==> src/rtl/multicycle_ctrl_fsm_pkg.sv <==
// Shared encodings for the multi-cycle RV32I control path: opcodes, FSM states,
// immediate/PC/writeback selects and the opcode-class decode helpers.
package multicycle_ctrl_fsm_pkg;

  localparam logic [6:0] OP_ALUI   = 7'b0010011;
  localparam logic [6:0] OP_LOAD   = 7'b0000011;
  localparam logic [6:0] OP_JALR   = 7'b1100111;
  localparam logic [6:0] OP_STORE  = 7'b0100011;
  localparam logic [6:0] OP_BRANCH = 7'b1100011;
  localparam logic [6:0] OP_LUI    = 7'b0110111;
  localparam logic [6:0] OP_JAL    = 7'b1101111;
  localparam logic [6:0] OP_ALUR   = 7'b0110011;

  typedef enum logic [2:0] {
    S_IDLE   = 3'd0,
    S_FETCH  = 3'd1,
    S_DECODE = 3'd2,
    S_EXEC   = 3'd3,
    S_MEM    = 3'd4,
    S_WB     = 3'd5,
    S_ERR    = 3'd6,
    S_TRAP   = 3'd7
  } state_t;

  typedef enum logic [2:0] {
    IMM_I    = 3'd0,
    IMM_S    = 3'd1,
    IMM_B    = 3'd2,
    IMM_U    = 3'd3,
    IMM_J    = 3'd4,
    IMM_NONE = 3'd7
  } imm_sel_t;

  typedef enum logic [1:0] {
    PC_PLUS4 = 2'd0,
    PC_IMM   = 2'd1,
    PC_ALU   = 2'd2
  } pc_src_t;

  typedef enum logic [1:0] {
    WB_ALU = 2'd0,
    WB_MDR = 2'd1,
    WB_PC4 = 2'd2,
    WB_IMM = 2'd3
  } wb_sel_t;

  typedef enum logic [3:0] {
    C_ALUI, C_ALUR, C_LOAD, C_STORE, C_BRANCH, C_JAL, C_JALR, C_LUI, C_ILLEGAL
  } op_class_t;

  function automatic op_class_t decode_class(input logic [6:0] op);
    case (op)
      OP_ALUI:   return C_ALUI;
      OP_ALUR:   return C_ALUR;
      OP_LOAD:   return C_LOAD;
      OP_STORE:  return C_STORE;
      OP_BRANCH: return C_BRANCH;
      OP_JAL:    return C_JAL;
      OP_JALR:   return C_JALR;
      OP_LUI:    return C_LUI;
      default:   return C_ILLEGAL;
    endcase
  endfunction

  function automatic imm_sel_t imm_of(input op_class_t c);
    case (c)
      C_ALUI, C_LOAD, C_JALR: return IMM_I;
      C_STORE:                return IMM_S;
      C_BRANCH:               return IMM_B;
      C_LUI:                  return IMM_U;
      C_JAL:                  return IMM_J;
      default:                return IMM_NONE;
    endcase
  endfunction

endpackage

==> src/rtl/multicycle_ctrl_fsm_mem_timeout_ctr.sv <==
// Memory handshake watchdog: counts unanswered request cycles and flags the
// cycle on which the wait would reach TIMEOUT_CYCLES.
module mem_timeout_ctr #(
  parameter int unsigned TIMEOUT_CYCLES = 255,
  parameter int unsigned CNT_W          = 16
) (
  input  logic clk,
  input  logic rst_n,
  input  logic clr,
  input  logic en,
  output logic expired
);

  localparam logic [CNT_W-1:0] LAST = CNT_W'(TIMEOUT_CYCLES - 1);

  logic [CNT_W-1:0] cnt;

  always_ff @(posedge clk or negedge rst_n) begin
    if (!rst_n)      cnt <= '0;
    else if (clr)    cnt <= '0;
    else if (en)     cnt <= cnt + CNT_W'(1);
  end

  // Fires on the TIMEOUT_CYCLES-th waiting cycle; a same-cycle mem_ready drops en.
  assign expired = en && (cnt == LAST);

endmodule

==> src/rtl/multicycle_ctrl_fsm.sv <==
// Multi-cycle RV32I-subset control sequencer (FETCH/DECODE/EXEC/MEM/WB) with a
// shared memory port and request watchdog. Define ILLEGAL_TRAP_EN to trap on illegal opcodes.
module multicycle_ctrl_fsm
  import multicycle_ctrl_fsm_pkg::*;
#(
  parameter int unsigned TIMEOUT_CYCLES = 255,
  parameter int unsigned CNT_W          = 16
) (
  input  logic       clk,
  input  logic       rst_n,
  input  logic [6:0] opcode,
  input  logic       branch_taken,
  input  logic       mem_ready,
  output logic       mem_req,
  output logic       mem_we,
  output logic       addr_sel,
  output logic       ir_write,
  output logic       mdr_write,
  output logic       pc_write,
  output logic [1:0] pc_src,
  output logic [2:0] imm_sel,
  output logic       alu_src_b,
  output logic       reg_write,
  output logic [1:0] wb_sel,
  output logic       retire,
  output logic       bus_err,
  output logic [2:0] state_o
`ifdef ILLEGAL_TRAP_EN
  ,
  output logic       illegal_op
`endif
);

`ifdef ILLEGAL_TRAP_EN
  localparam bit TRAP_EN = 1'b1;
`else
  localparam bit TRAP_EN = 1'b0;
`endif

  state_t    state, nxt;
  op_class_t cls_dec, cls_q, cls;
  logic      ctr_clr, ctr_en, ctr_expired;

  // DECODE sees the class straight from the IR; later states use the latched copy.
  assign cls_dec = decode_class(opcode);
  assign cls     = (state == S_DECODE) ? cls_dec : cls_q;

  always_ff @(posedge clk or negedge rst_n) begin
    if (!rst_n) begin
      state <= S_IDLE;
      cls_q <= C_ILLEGAL;
    end else begin
      state <= nxt;
      if (state == S_DECODE) cls_q <= cls_dec;
    end
  end

  always_comb begin
    nxt = state;
    case (state)
      S_IDLE:   nxt = S_FETCH;
      S_FETCH: begin
        if (mem_ready)        nxt = S_DECODE;
        else if (ctr_expired) nxt = S_ERR;
      end
      S_DECODE: begin
        if (cls_dec == C_ILLEGAL) nxt = TRAP_EN ? S_TRAP : S_FETCH;
        else                      nxt = S_EXEC;
      end
      S_EXEC: begin
        case (cls)
          C_LOAD, C_STORE: nxt = S_MEM;
          C_BRANCH:        nxt = S_FETCH;
          default:         nxt = S_WB;
        endcase
      end
      S_MEM: begin
        if (mem_ready)        nxt = (cls == C_STORE) ? S_FETCH : S_WB;
        else if (ctr_expired) nxt = S_ERR;
      end
      S_WB:     nxt = S_FETCH;
      default:  nxt = state;
    endcase
  end

  always_comb begin
    mem_req   = 1'b0;
    mem_we    = 1'b0;
    addr_sel  = 1'b0;
    ir_write  = 1'b0;
    mdr_write = 1'b0;
    pc_write  = 1'b0;
    pc_src    = PC_PLUS4;
    imm_sel   = IMM_NONE;
    alu_src_b = 1'b0;
    reg_write = 1'b0;
    wb_sel    = WB_ALU;
    retire    = 1'b0;
    bus_err   = 1'b0;
    case (state)
      S_FETCH: begin
        mem_req  = 1'b1;
        ir_write = mem_ready;
      end
      S_DECODE: begin
        imm_sel = imm_of(cls_dec);
        if (cls_dec == C_ILLEGAL && !TRAP_EN) begin
          pc_write = 1'b1;
          retire   = 1'b1;
        end
      end
      S_EXEC: begin
        imm_sel   = imm_of(cls);
        alu_src_b = !(cls == C_ALUR || cls == C_BRANCH);
        if (cls == C_BRANCH) begin
          pc_write = 1'b1;
          pc_src   = branch_taken ? PC_IMM : PC_PLUS4;
          retire   = 1'b1;
        end
      end
      S_MEM: begin
        imm_sel  = imm_of(cls);
        mem_req  = 1'b1;
        addr_sel = 1'b1;
        mem_we   = (cls == C_STORE);
        if (mem_ready) begin
          if (cls == C_STORE) begin
            pc_write = 1'b1;
            retire   = 1'b1;
          end else begin
            mdr_write = 1'b1;
          end
        end
      end
      S_WB: begin
        imm_sel   = imm_of(cls);
        reg_write = 1'b1;
        pc_write  = 1'b1;
        retire    = 1'b1;
        case (cls)
          C_LOAD: wb_sel = WB_MDR;
          C_LUI:  wb_sel = WB_IMM;
          C_JAL: begin
            wb_sel = WB_PC4;
            pc_src = PC_IMM;
          end
          C_JALR: begin
            wb_sel = WB_PC4;
            pc_src = PC_ALU;
          end
          default: wb_sel = WB_ALU;
        endcase
      end
      S_ERR:   bus_err = 1'b1;
      default: ;
    endcase
  end

  assign state_o = state;
`ifdef ILLEGAL_TRAP_EN
  assign illegal_op = (state == S_TRAP);
`else
`endif

  // The watchdog restarts at every new request phase and whenever the bus answers.
  assign ctr_en  = mem_req && !mem_ready;
  assign ctr_clr = mem_ready || ((nxt == S_FETCH || nxt == S_MEM) && nxt != state);

  mem_timeout_ctr #(
    .TIMEOUT_CYCLES(TIMEOUT_CYCLES),
    .CNT_W         (CNT_W)
  ) u_timeout (
    .clk    (clk),
    .rst_n  (rst_n),
    .clr    (ctr_clr),
    .en     (ctr_en),
    .expired(ctr_expired)
  );

endmodule

==> config.mk <==
export PLATFORM = sky130hd
export DESIGN_NAME = multicycle_ctrl_fsm
export DESIGN_NICKNAME = d
export VERILOG_FILES = /design/src/rtl/multicycle_ctrl_fsm_pkg.sv /design/src/rtl/multicycle_ctrl_fsm_mem_timeout_ctr.sv /design/src/rtl/multicycle_ctrl_fsm.sv
export SDC_FILE = /design/constraint.sdc
export NUM_CORES = 1
export LEC_CHECK = 0
export BUFFER_PORTS_ARGS = -buffer_cell sky130_fd_sc_hd__buf_2
export CAP_MARGIN = 20
export CORE_MARGIN = 8
export CORE_UTILIZATION = 35
export CTS_BUF_LIST = sky130_fd_sc_hd__clkbuf_4
export CTS_CLUSTER_DIAMETER = 120
export DETAILED_ROUTE_END_ITERATION = 12
export PLACE_DENSITY = 0.59
export SYNTH_ARGS = -nofsm -noshare
export SYNTH_HDL_FRONTEND = slang
export SYNTH_SLANG_ARGS = --single-unit
==> constraint.sdc <==
create_clock -name clk -period 2.9 [get_ports clk]
set_input_delay 0.58 -clock clk [delete_from_list [all_inputs] [get_ports clk]]
set_output_delay 0.58 -clock clk [all_outputs]
set_load 0.02 [all_outputs]
==> results of run 1 <==
-- layout by cell type, fill, tap and decap left out, drive strengths merged, types with 2 or more instances in the layout --
cell and n:
a2111oi 8, a21boi 3, a21oi 21, a22o 2, a2bb2oi 2, a31oi 3
and2 4, and3 4, and4 2, buf 45, clkbuf 4, dfrtp 22
ha 2, inv 7, nand2 14, nand2b 8, nand3 12, nand3b 2
nand4 6, nor2 28, nor2b 4, nor3 10, nor3b 2, nor4 5
o21a 2, o21ai 6, o21bai 2, o22ai 2, or3 9, or3b 2
xnor2 11, xor2 7
-- cells by family after synthesis --
kind of cell / Yosys count / synth area share [%]
AO/OA/AOI/OAI: 56 / 20.7
buffers and inverters: 20 / 4.77
multiplexers: 1 / 0.523
flip-flops: 23 / 30.1
adder cells (fa/ha/maj): 2 / 1.31
XOR/XNOR: 18 / 8.24
AND/OR/NAND/NOR: 117 / 34.3
-- cell type report --
| class | instances | area [um2] | share of cell area, % |
|---|---|---|---|
| Tap cell | 72 | 90.1 | 3.93 |
| Timing Repair Buffer | 45 | 273 | 11.9 |
| Sequential cell | 23 | 577 | 25.1 |
| Clock buffer | 4 | 30.0 | 1.31 |
| Inverter | 7 | 26.3 | 1.15 |
| Multi-Input combinational cell | 194 | 1300 | 56.6 |
-- timing repair --
item                                    CTS  global route
resized for setup                         3            14
setup buffers                             2             3
endpoints found under the setup margin    6             6
pin swaps                                 1             3
-- per-layer routing --
metal  share of wire (%)  wire [um]  GRT usage [%]  vias to the layer above
met1                  46       2450           15.9                      874
li1                    -          -              -                      945
met4                 1.7         89           4.02                        0
met5                   0          0              0                        -
met2                  50       2660           22.8                       31
met3                 1.7         92           1.50                        8
-- through the flow --
step / power, W / area, um2
floorplan: 0.00115 / 1920
global placement: 0.00146 / 2170
detailed placement: 0.00146 / 2170
CTS: 0.00165 / 2230
global route: 0.00185 / 2290
finish: 0.00171 / 2290
-- how the worst max path moves through the flow --
stage                 endpoint
floorplan            pc_src[1]
global placement    imm_sel[1]
detailed placement  imm_sel[1]
CTS                 imm_sel[1]
global route        imm_sel[1]
finish               pc_src[0]
-- critical path: cells and delay by family, from the launching register on --
family | cells | cell delay, ps
AOI/OAI and AO/OA | 3 | 490
and+or+nand+nor | 2 | 850
buffers and inverters | 1 | 190
DFF | 1 | 420
-- power groups by stage --
stage	logic, W	clock network, W	registers (W)
2_1_floorplan	0.000701	0	0.000454
3_3_place_gp	0.00103	0	0.000432
3_5_place_dp	0.00103	0	0.000432
4_1_cts	0.00105	0.000171	0.000426
5_1_grt	0.00123	0.000186	0.000438
6_report	0.00111	0.000166	0.000431
-- flip-flops by register name, summed over array words and instances (netlist names) --
signal	cells
cls_q	4
state_o	3
u_timeout.cnt	16
==> results.yml, run 1 <==
drt:
  wire_length_after_detailed_routing_mm: 5.29
  drc: 0
  dr.first_iter.drc_count: 106
  route.detailed.wl_per_inst_um: 15.3
  vias_per_cell: 5.39
  via_count: 1858
  drtAntennaViolNets: 0
  first_pass_iters: 4
cells_and_area:
  final_cells: 345
  syn_to_final_growth_pct: 19.9
  final_net_count: 287
  insertedDiodeCount: 0
  post_route_cells_drive_above_1_share_pct: 26.7
  fillers: 580
  finish.utilization_pct: 42.5
clock_network:
  cts-hold-fix-buffers: 0
  cts.path.max_buffers: 2
  cts_tree: "done"
  cts_made_buffers: 3
  clock_latency_ps: 320
  cts_clk_pin_slew_worst_paths_ps: 140
  clock-root-buffer: "clkbuf_4"
  htree_num_levels: 1
  cts_sinks: 23
min_path:
  kind_of_path_behind_the_tightest_hold_check: "in -> async"
setup_path:
  worstSetupPathType: "reg -> out"
  critical_path_peak_fanout: 4
  critical_path.startpoint_type: "register"
  critical_path.cell_chain: "or3b_4 > a31oi_2 > a21oi_2 > or3_1 > o22ai_1 > buf_2"
  kind_of_end_point_of_the_critical_path: "output pin"
  worst_ep_arrival_time_ps: 2250
  r2r_start: "state_o[2]"
  highest_cell_delay_on_the_worst_timing_path_ps: 430
  critPathRequiredTime_ps: 2320
  worst_r2r_endpoint: "u_timeout.cnt[6]"
  worstSetupStartpoint: "state_o[0]"
  crit_slowest_cell: "or3_1"
  r2r_slack_ps: 350
  r2r.worst_path.cells: 8
sta:
  rsz0062_at_grt: "no"
  final_hold_viol_count: 0
  fin_setup_tns_ps: 0
  final-max-slew-violation-count: 0
  setup_viol_count_final: 0
  fin_worst_hold_slack_ps: 223
  max_clock_freq_mhz: 353
  post-route-period-util_pct: 97.6
  finalClockSkew_ps: 6.66
  max_slew.worst_pin.slew_ps: 539
  worst_slew_margin_rel_pct: 64.1
  period_needed_ps: 2830
  postLayoutSetupSlackWorst_ps: 70.8
power_and_ir_drop:
  p_int_w: 0.000849
  ir_drop_uv: 357
  total_switching_power_w: 0.000863
  swShare_pct: 50.4
  share_seq_of_total_power_pct: 25.2
  p_comb_share_pct: 65.1
  power_leakage_nw: 0.930
  power.density_nw_per_um2: 746
  p_clk_share_pct: 9.7
floorplan:
  pin_count: 31
  die-height_um: 90.0
  chipWidth_um: 90.0
  fp.dieArea_um2: 8090
  core_area_um2: 5410
  floorplan.rows: 27
  starting_density_of_the_core_pct: 35.4
synthesis:
  synth_top_cell_by_area: "dfrtp_1"
  syn_nets: 250
  ys_top_cells_by_count: "nor2_1, dfrtp_1, a21oi_1, nand2_1"
  synth-warning-count: 0
  syn_avg_cell_area_um2: 8.08
  synthesis.instances: 237
  ys_dominant_reg_cell: "dfrtp_1"
  post_synthesis_cell_area_um2: 1910
  synth_top_area_cells: "dfrtp_1, nor2_1, xnor2_1"
  async_flop_share_pct: 100
  synth-edff-count: 0
  synth.most_common_cell: "nor2_1"
  ys_ff_latch: 23
  yosysTopAreaCellShare_pct: 28.8
  synth.distinct_cells: 52
  synth_seq_area_share_pct: 30.1
place:
  io_buffers: 30
  dpl.cell_count: 336
  place.gp.congestion: 0.789
  dp_hpwl_mm: 3.85
  placement.setup.worst_slack_ps: 204
job:
  drv_cap: 0
global_route:
  first_global_vias: 1928
  first_pass_grt_wire_length_mm: 9.00
  antenna_violations_before_repair: 0
  grt_max_degree: 24
  grt_use_total_pct: 12.9
  grt_overflow: 0
status:
  outcome: "finished clean"
No activity file was read; power rests on OpenSTA's default activity.
==> inputs of run 2 (changes only) <==
PLACE_DENSITY = not set   (was 0.59)
==> run 2 against run 1 <==
Global-route usage up 0.26 points. Clock power down 5%. Sequential share of layout area down 0.42 points. Sequential power up 1%. Critical path depth up 2. Worst hold slack better by 6.9 ps.
==> results.yml, run 2 (synthesized netlist as in run 1, its figures left out) <==
status:
  outcome: "finished clean"
sta:
  worst_slew_margin_rel_pct: 62.7
  max_clock_freq_mhz: 355
  postLayoutSetupSlackWorst_ps: 81.7
  period_needed_ps: 2820
  fin_worst_hold_slack_ps: 230
  post-route-period-util_pct: 97.2
  final_hold_viol_count: 0
  rsz0062_at_grt: "yes"
  max_slew.worst_pin.slew_ps: 559
  finalClockSkew_ps: 1.79
  final-max-slew-violation-count: 0
  setup_viol_count_final: 0
clock_network:
  clock_latency_ps: 320
  cts-hold-fix-buffers: 0
  cts_sinks: 23
  clock-root-buffer: "clkbuf_4"
  cts_clk_pin_slew_worst_paths_ps: 140
  cts_made_buffers: 3
  cts.path.max_buffers: 2
  htree_num_levels: 1
  cts_tree: "done"
floorplan:
  chipWidth_um: 90.0
  core_area_um2: 5410
  floorplan.rows: 27
  starting_density_of_the_core_pct: 35.4
  pin_count: 31
  die-height_um: 90.0
  fp.dieArea_um2: 8090
global_route:
  grt_use_total_pct: 13.2
  grt_overflow: 0
  antenna_violations_before_repair: 1
  grt_max_degree: 24
  first_global_vias: 1955
  first_pass_grt_wire_length_mm: 9.09
drt:
  first_pass_iters: 4
  drtAntennaViolNets: 0
  via_count: 1916
  wire_length_after_detailed_routing_mm: 5.34
  vias_per_cell: 5.52
  drc: 0
  dr.first_iter.drc_count: 113
  route.detailed.wl_per_inst_um: 15.4
cells_and_area:
  largest_register: "u_timeout.cnt"
  fillers: 570
  post_route_cells_drive_above_1_share_pct: 27.0
  final_net_count: 288
  syn_to_final_growth_pct: 21.9
  layout_common_cells: "nor2_1, buf_2, dfrtp_1"
  largest_register_ff_count: 16
  finish.utilization_pct: 43.2
  fin_area_um2: 2330
place:
  io_buffers: 30
  dp_hpwl_mm: 3.92
  placement.cell_area_um2: 2180
  placement.setup.worst_slack_ps: 124
  place.gp.congestion: 0.840
setup_path:
  critical_path_peak_fanout: 5
  critical_path.startpoint_type: "register"
  r2r_slack_ps: 180
  worst_ep_arrival_time_ps: 2240
  worstSetupPathType: "reg -> out"
  critPathRequiredTime_ps: 2320
  kind_of_end_point_of_the_critical_path: "output pin"
power_and_ir_drop:
  power_leakage_nw: 0.946
  ir_drop_uv: 310
  power.density_nw_per_um2: 740
job:
  drv_cap: 0
min_path:
  kind_of_path_behind_the_tightest_hold_check: "in -> async"
run 2: changes by cell type in the layout (fill, tap and decap cells not counted), moves of 2 or more:
cell,before,now
buf_2,29,26
buf_4,14,16
buf_6,2,4
nor2_1,24,26
nor2_2,3,1
run 2: cell type report:
class,count,area (um2),area share (%)
well taps,72,90.1,3.86
inverters,7,26.3,1.13
diodes,1,2.50,0.107
clock buffers,3,22.5,0.965
clock inverters,1,5.00,0.214
repair buffers,46,295,12.7
flip-flops and latches,23,577,24.7
multi-input cells,194,1320,56.4
run 2: final timing paths:
path | from | end | cells past startpoint
worst min-delay path | rst_n | u_timeout.cnt[8] | 1
max in group asynchronous | rst_n | cls_q[3] | 1
worst max-delay path | state_o[0] | imm_sel[1] | 8
min in group clk | cls_q[3] | cls_q[3] | 2
worst max register to register | state_o[1] | u_timeout.cnt[10] | 9
worst min register to register | cls_q[3] | cls_q[3] | 2
run 2: layer usage:
layer	track usage, %	wire length, um	up-vias
li1	-	-	944
met1	15.7	2430	930
met2	23.0	2680	38
met3	1.75	140	4
met4	5.69	84	0
met5	0	0	-
run 2: stage by stage:
step	power, W	TNS [ps]	cells
after floorplan	0.00115	0	237
after global routing	0.00187	-39.5	347
after detailed placement	0.00148	0	337
after global placement	0.00148	0	337
after CTS	0.00166	0	343
final	0.00173	0	347
run 2: what timing repair did:
item | 4_1_cts | 5_1_grt
buffers inserted | 2 | 4
pin swaps | 1 | 3
resized for setup | 4 | 19
setup endpoints to repair | 7 | 9
run 2: power by group:
part / internal [W] / total [W] / switching (W) / leakage (nW)
Combinational: 0.000435 / 0.00113 / 0.000700 / 0.622
Clock: 0.0000516 / 0.000157 / 0.000105 / 0.0177
Sequential: 0.000378 / 0.000436 / 0.0000576 / 0.307
Total: 0.000865 / 0.00173 / 0.000863 / 0.946
run 2: worst max-delay path, cell delays in order, from the launching register on:
cell,delay (ps)
dfrtp_1,410
or3b_4,450
nor2_4,140
o21ai_0,100
and2_1,200
inv_2,110
nor3b_2,60
a311oi_2,260
buf_4,190
==> inputs of run 3 (changes only) <==
clock period = 2.45 ns   (was 2.9 ns; I/O delays follow)
==> run 3 against run 2 <==
Register-to-register slack worse by 70 ps. Non-clock buffer count is 36 higher. Cell area is 24% higher. The run now ends with negative setup slack left.
==> results.yml, run 3 (synthesized netlist as in run 1, its figures left out) <==
floorplan:
  floorplan.rows: 27
  starting_density_of_the_core_pct: 35.4
  chipWidth_um: 90.0
  die-height_um: 90.0
  fp.dieArea_um2: 8090
  core_area_um2: 5410
  pin_count: 31
sta:
  final-max-slew-violation-count: 0
  finalClockSkew_ps: 5.27
  worst_slew_margin_rel_pct: 62.0
  max_clock_freq_mhz: 375
  period_needed_ps: 2660
  post-route-period-util_pct: 109
  rsz0062_at_grt: "yes"
  postLayoutSetupSlackWorst_ps: -214
  fin_setup_tns_ps: -1390
  final_hold_viol_count: 0
  setup_viol_count_final: 12
  max_slew.worst_pin.slew_ps: 569
cells_and_area:
  final_net_count: 324
  layout_common_cells: "buf_4, dfrtp_1, nor2_1"
  largest_register_ff_count: 16
  largest_register: "u_timeout.cnt"
  fillers: 504
  mostFrequentLayoutCell: "buf_4"
  post_route_cells_drive_above_1_share_pct: 44.2
  finish.utilization_pct: 53.5
  layout.area.seq_um2: 578
  multi_input_comb_area_um2: 1520
  syn_to_final_growth_pct: 51.1
  insertedDiodeCount: 0
drt:
  wire_length_after_detailed_routing_mm: 5.93
  via_count: 2063
  vias_per_cell: 5.40
  route.detailed.wl_per_inst_um: 15.5
  drc: 0
  dr.first_iter.drc_count: 108
  drtAntennaViolNets: 0
  first_pass_iters: 4
clock_network:
  cts_tree: "done"
  cts_clk_pin_slew_worst_paths_ps: 140
  cts_made_buffers: 3
  cts_sinks: 23
  clock-root-buffer: "clkbuf_4"
  htree_num_levels: 1
  clock_latency_ps: 320
  cts.path.max_buffers: 2
power_and_ir_drop:
  total_switching_power_w: 0.00123
  power.density_nw_per_um2: 888
  p_clk_share_pct: 7.2
  p_comb_share_pct: 73.1
  p_int_w: 0.00134
  swShare_pct: 48.0
  power_leakage_nw: 1.18
  share_seq_of_total_power_pct: 19.7
  ir_drop_uv: 497
global_route:
  grt.met1_usage_pct: 17.2
  first_pass_grt_wire_length_mm: 9.89
  grt_max_degree: 24
  grt_use_total_pct: 14.3
  grt.busiest_layer: "met2"
  first_global_vias: 2119
  gr-usage-met3_pct: 1.91
  grt_overflow: 0
  groute.layer.met2.usage_pct: 25.2
  antenna_violations_before_repair: 0
place:
  io_buffers: 30
  placement.setup.worst_slack_ps: -18.5
  place.gp.congestion: 0.846
  dp_hpwl_mm: 4.20
setup_path:
  r2r_start: "u_timeout.cnt[13]"
  r2r_slack_ps: 110
  worstSetupStartpoint: "state_o[0]"
  highest_cell_delay_on_the_worst_timing_path_ps: 450
  r2r.worst_path.cells: 6
  critical_path.startpoint_type: "register"
  worst_ep_arrival_time_ps: 2170
  kind_of_end_point_of_the_critical_path: "output pin"
  crit_slowest_cell: "or3b_4"
  critical_path_peak_fanout: 6
  critPathRequiredTime_ps: 1960
  critical_path.cell_chain: "or3b_4 > a31oi_4 > a21oi_4 > or3_4 > o22ai_2 > buf_6"
  worst_r2r_endpoint: "u_timeout.cnt[15]"
  worstSetupPathType: "reg -> out"
status:
  outcome: "finished, violations left"
  violations: "negative setup slack"
job:
  drv_cap: 0
min_path:
  kind_of_path_behind_the_tightest_hold_check: "in -> async"
## run 3: cell types whose count changed in the layout (fill, tap and decap cells not counted), sizes merged
cell   delta
diode     -1
buf      +36
## run 3: what timing repair did
action | CTS | global route
pin swaps | 7 | 10
buffers inserted | 11 | 4
hold buffers | 0 | 0
endpoints found under the setup margin | 13 | 21
endpoints found under the hold margin | 0 | 0
resized for setup | 38 | 38
## run 3: layout make-up
| type | count | area share, % |
|---|---|---|
| tap | 72 | 3.11 |
| clock inverter | 1 | 0.173 |
| timing repair buffer | 82 | 22.4 |
| inverter | 7 | 0.995 |
| clock buffer | 3 | 0.779 |
| sequential | 23 | 20.0 |
| multi-input combinational | 194 | 52.5 |
## run 3: how the worst max path moves through the flow
stage | endpoint | slack, ps | cells after the start
final | pc_src[0] | -210 | 6
after global routing | pc_src[0] | -270 | 6
after CTS | pc_src[0] | -190 | 6
after detailed placement | imm_sel[1] | -20 | 8
after global placement | imm_sel[1] | -30 | 9
after floorplan | imm_sel[1] | -80 | 7
## run 3: critical path, delay by kind of cell, from the launching register on
family / cells / cell delay (ps)
DFF: 1 / 430
and+or+nand+nor: 2 / 820
AOI/OAI and AO/OA: 3 / 450
buffers and inverters: 1 / 140
## run 3: per-layer routing
layer | part of all wire (%) | wire, um
met1 | 42 | 2490
met2 | 53 | 3140
met3 | 3.1 | 185
met4 | 1.9 | 112
met5 | 0 | 0
## run 3: metrics by stage
| step | hold WS (ps) | std cells | area, um2 | power (W) |
|---|---|---|---|---|
| final | 120 | 382 | 2890 | 0.00257 |
| after floorplan | 194 | 237 | 1970 | 0.00141 |
| after CTS | 129 | 378 | 2690 | 0.00235 |
| after detailed placement | 501 | 363 | 2450 | 0.00197 |
| after global routing | 158 | 382 | 2890 | 0.00274 |
| after global placement | 494 | 363 | 2450 | 0.00197 |
## run 3: power groups by stage
stage,Sequential (W),Clock [W],Combinational [W]
final,0.000505,0.000185,0.00188
after global routing,0.000516,0.000203,0.00202
after CTS,0.000501,0.000190,0.00166
after detailed placement,0.000529,0,0.00144
after global placement,0.000526,0,0.00144
after floorplan,0.000541,0,0.000870
